**config.mk**
```make
export PLATFORM = sky130hd
export DESIGN_NAME = led_unit
export DESIGN_NICKNAME = d
export VERILOG_FILES = /design/src/rtl/led_unit.sv
export SDC_FILE = /design/constraint.sdc
export NUM_CORES = 1
export LEC_CHECK = 0
export ABC_AREA = 1
export BUFFER_PORTS_ARGS = -buffer_cell sky130_fd_sc_hd__buf_2
export CAP_MARGIN = 20
export CORE_AREA = 2 2 68 70
export DETAILED_ROUTE_END_ITERATION = 12
export DIE_AREA = 0 0 70 72
export GPL_TIMING_DRIVEN = 0
export PLACE_DENSITY = 0.8
export SLEW_MARGIN = 20
export SYNTH_ARGS = -nofsm -noshare
export SYNTH_HDL_FRONTEND = slang
export SYNTH_SLANG_ARGS = --single-unit
```
**constraint.sdc**
```tcl
create_clock -name clk -period 1.2 [get_ports clk]
set_input_delay 0.06 -clock clk [delete_from_list [all_inputs] [get_ports clk]]
set_output_delay 0.06 -clock clk [all_outputs]
set_load 0.03 [all_outputs]
```
**src/rtl/led_unit.sv**
```systemverilog
// rtl/led_unit.sv - PWM driver for a single LED with period-aligned duty shadowing
module led_unit #(
  parameter longint unsigned PERIOD = 1000,
  parameter int              DUTY_W = 32
) (
  input  logic              clk,
  input  logic              reset,
  input  logic [DUTY_W-1:0] counter,
  input  logic              on,
  output logic              led
);

  // Phase counter width; PERIOD=2 still needs one bit.
  localparam int PW = (PERIOD > 2) ? $clog2(PERIOD) : 1;
  // Comparison width: wide enough for both phase and duty so nothing truncates.
  localparam int CW = (PW > DUTY_W) ? PW : DUTY_W;
  localparam logic [PW-1:0] LAST_PHASE = PW'(PERIOD - 1);

  logic [PW-1:0]     r_phase;
  logic [DUTY_W-1:0] r_duty_q;
  logic              r_led;

  logic w_high;
  logic w_wrap;

  // A duty at or above PERIOD keeps w_high true for every phase, which gives
  // the clamp-to-always-on behaviour without a special case.
  assign w_high = CW'(r_phase) < CW'(r_duty_q);
  assign w_wrap = (r_phase == LAST_PHASE);

  // Phase counter, shadow duty and registered LED; duty only reloads at wrap
  // (or while disabled) so a period never sees a mid-period duty change.
  always_ff @(posedge clk or posedge reset) begin
    if (reset) begin
      r_phase  <= '0;
      r_duty_q <= '0;
      r_led    <= 1'b0;
    end else if (!on) begin
      r_phase  <= '0;
      r_duty_q <= counter;
      r_led    <= 1'b0;
    end else begin
      r_led <= w_high;
      if (w_wrap) begin
        r_phase  <= '0;
        r_duty_q <= counter;
      end else begin
        r_phase <= r_phase + PW'(1);
      end
    end
  end

  assign led = r_led;

endmodule

```
==> results.cfg <==
[placed_design]
dp_hpwl_um = 2910
placed_area_um2 = 2340
gp_congestion = 0.747
io_buffers = 35
place_inst = 322

[detailed_routing]
routedWlPerCell_um = 13.7
viasPerCell = 4.93
drtPass1Iterations = 4
ant_nets = 0
wl_met2_um = 2690
drt-met1-wl_um = 2200
drc = 0
top_layer = met4
route.met3.wl_um = 186
wirelength_um = 5210
vias = 1867
drtIter0Drc = 92

[die]
start_util_pct = 48.5
die_y_um = 72
die-area_um2 = 5040
die_w_um = 70
io_pins = 36
core-area_um2 = 4260
rows = 24

[yosys]
yosysWarnings = 0
synth_top_cell_by_area = dfrtp_1
ys_seq_area_share_pct = 52.0
synthesis.instances = 234
synth.most_common_cell = nand2_1
syn_nets = 279
syn_area_um2 = 2070
synth.distinct_cells = 21
synth_commonest_cells = nand2_1, dfrtp_1, inv_1, o21ai_0, nor2_1
netlist_top_cells_area = dfrtp_1, nand2_1, inv_1
yosysTopAreaCellShare_pct = 52.0
async_reset_ff_share_pct = 100
synth_edf_count = 0
synth_seq_cells = 43
ys.flop_type = dfrtp_1
syn_area_per_cell_um2 = 8.84

[worst_setup_path]
cp-start-kind = register
cp.required_ps = 1420
reg2reg_slack_ps = -360
r2r_end = r_phase[8]$_DFF_PP0_
end_kind = register
path_delay_family = simple AND/OR/NAND/NOR gates
critPathBufInv = 0
crit_chain = ha_2 -> nand2_2 -> nor2_2 -> nand3_1 -> nor2_1 -> o21ai_1 -> a21oi_1
rr_startpoint = r_phase[1]$_DFF_PP0_
path_max_fanout = 3
path_class = register to register
cp_slowest_cell = dfrtp_1
rr_worst_depth = 7
slowest_delay_ps = 400
cp.arrival_ps = 1780

[sta]
tightest_slew_ps = 405
slew_viol_final = 0
setup_slack_ps = -362
min_period_ps = 1560
fmax_mhz = 640
finalSetupViolCount = 42
fin_crit_sh_pct = 130
final_hold_viol_count = 0
rsz0062_at_grt = true
skew_ps = 3.75
slew_headroom_pct = 72.8

[status]
failed_checks = setup timing
status = finished, violations left

[clock_network]
clock_latency_ps = 300
cts.htree.levels = 2
cts_tree = built
cts_buffers = 5
cts_buffer_depth = 2
cts_root_buf = clkbuf_8
clk_pin_slew_worst_paths_ps = 70
clock-sinks = 43

[power]
max-vdd-ir-drop_mv = 0.903
p_leak_nw = 1.57
p_per_area_nw_per_um2 = 1030

[final_layout]
fin_util_pct = 72.9
diodes = 0
final_cells = 379
layout-area-overhead-vs-synth_pct = 50.2
final_area_um2 = 3110
finish.net_count = 371
drive_gt1_share_pct = 40.1

[run]
cap_viol_max_count = 0

[hold_path]
min_from = on
holdPathEnd = led$_DFF_PP0_
hold_class = primary input to register
whs_path_depth = 3

[global_routing]
grt_usage_pct = 19.8
grt_pass1_vias = 1799
grt-ovfl-total = 0
grt_start_max_net_pins = 29
antenna_found_initial = 0
grt_pass1_wl_um = 7780
-- what timing repair did --
action	4_1_cts	5_1_grt
pin swaps	8	9
buffers inserted	10	4
resized for setup	25	36
hold buffers	33	0
endpoints found under the hold margin	47	0
endpoints found under the setup margin	42	42
gates cloned	0	2
-- state kept, by name, indices dropped and copies added (netlist names) --
register and cells:
led 1, r_phase 10, r_duty_q 32
-- metal layers --
layer / up-vias / global-route usage [%]
met4: 0 / 7.05
met2: 53 / 34.7
met1: 887 / 23.9
met3: 13 / 4.86
li1: 914 / -
met5: - / 0
-- how the worst max path moves through the flow --
stage / cells after the start / slack (ps) / from / end
final: 7 / -360 / r_phase[1]$_DFF_PP0_ / r_phase[8]$_DFF_PP0_
after global routing: 7 / -420 / r_phase[1]$_DFF_PP0_ / r_phase[8]$_DFF_PP0_
after CTS: 8 / -220 / r_phase[5]$_DFF_PP0_ / led$_DFF_PP0_
after detailed placement: 8 / -310 / r_phase[5]$_DFF_PP0_ / led$_DFF_PP0_
after global placement: 2 / -360 / reset / r_duty_q[2]$_DFFE_PP0P_
after floorplan: 9 / -120 / r_phase[1]$_DFF_PP0_ / r_duty_q[10]$_DFFE_PP0P_
-- worst reg2reg max path: cells and delay by family (launching register included) --
| family | cells | cell delay, ps |
|---|---|---|
| simple gates | 4 | 640 |
| flops | 1 | 400 |
| fa+ha+maj | 1 | 200 |
| compound gates | 2 | 240 |
-- cells by family (layout without fill, tap and decap cells) --
family | Yosys count | count (layout) | synth area share (%)
fa+ha+maj | 10 | 10 | 6.05
flops | 43 | 43 | 52.0
xor+xnor | 2 | 2 | 0.847
simple gates | 92 | 92 | 19.4
compound gates | 39 | 39 | 11.3
buf+inv | 48 | 141 | 10.4
-- final cells by class --
type	instances	area [um^2]
fill	293	1160
sequential	43	1080
multi-input combinational	143	923
timing repair buffer	85	693
inverter	41	161
clock buffer	8	100
buffer	7	85.1
tap	52	65.1
-- cells in the final DEF, fill, tap and decap left out, types with 3 or more instances in the layout --
cell type / netlist / layout
o21ai_1: 1 / 5
ha_1: 10 / 6
buf_2: 3 / 35
inv_2: 1 / 6
nand2_2: 11 / 25
nor2_1: 15 / 10
buf_12: 1 / 4
nor2_2: 1 / 3
a21oi_1: 7 / 3
clkbuf_8: 0 / 7
nand2_1: 50 / 36
buf_4: 0 / 16
nand4_1: 5 / 5
dlygate4sd3_1: 0 / 33
o21ai_2: 10 / 15
o21ai_0: 21 / 12
dfrtp_1: 43 / 41
nand3_1: 4 / 3
ha_4: 0 / 3
nor3_1: 5 / 4
inv_1: 40 / 34
nor2_4: 0 / 3
a21oi_2: 0 / 4
-- per-stage QoR --
| stage | setup TNS (ps) | total power, W | setup slack (ps) | hold WS [ps] |
|---|---|---|---|---|
| finish | -10360 | 0.00319 | -362 | 33.8 |
| global placement | -24890 | 0.00199 | -364 | 264 |
| floorplan | -3300 | 0.00188 | -120 | 169 |
| CTS | -7800 | 0.00312 | -225 | 29.8 |
| global route | -14480 | 0.00335 | -422 | 52.2 |
| detailed placement | -10380 | 0.00202 | -305 | 56.2 |
-- report_power, final --
| part | switching (W) | internal, W | total [W] |
|---|---|---|---|
| sequential | 0.0000397 | 0.00155 | 0.00159 |
| combinational | 0.000304 | 0.000297 | 0.000601 |
| clock | 0.000473 | 0.000525 | 0.000998 |
(Power assumes the default switching activity.)
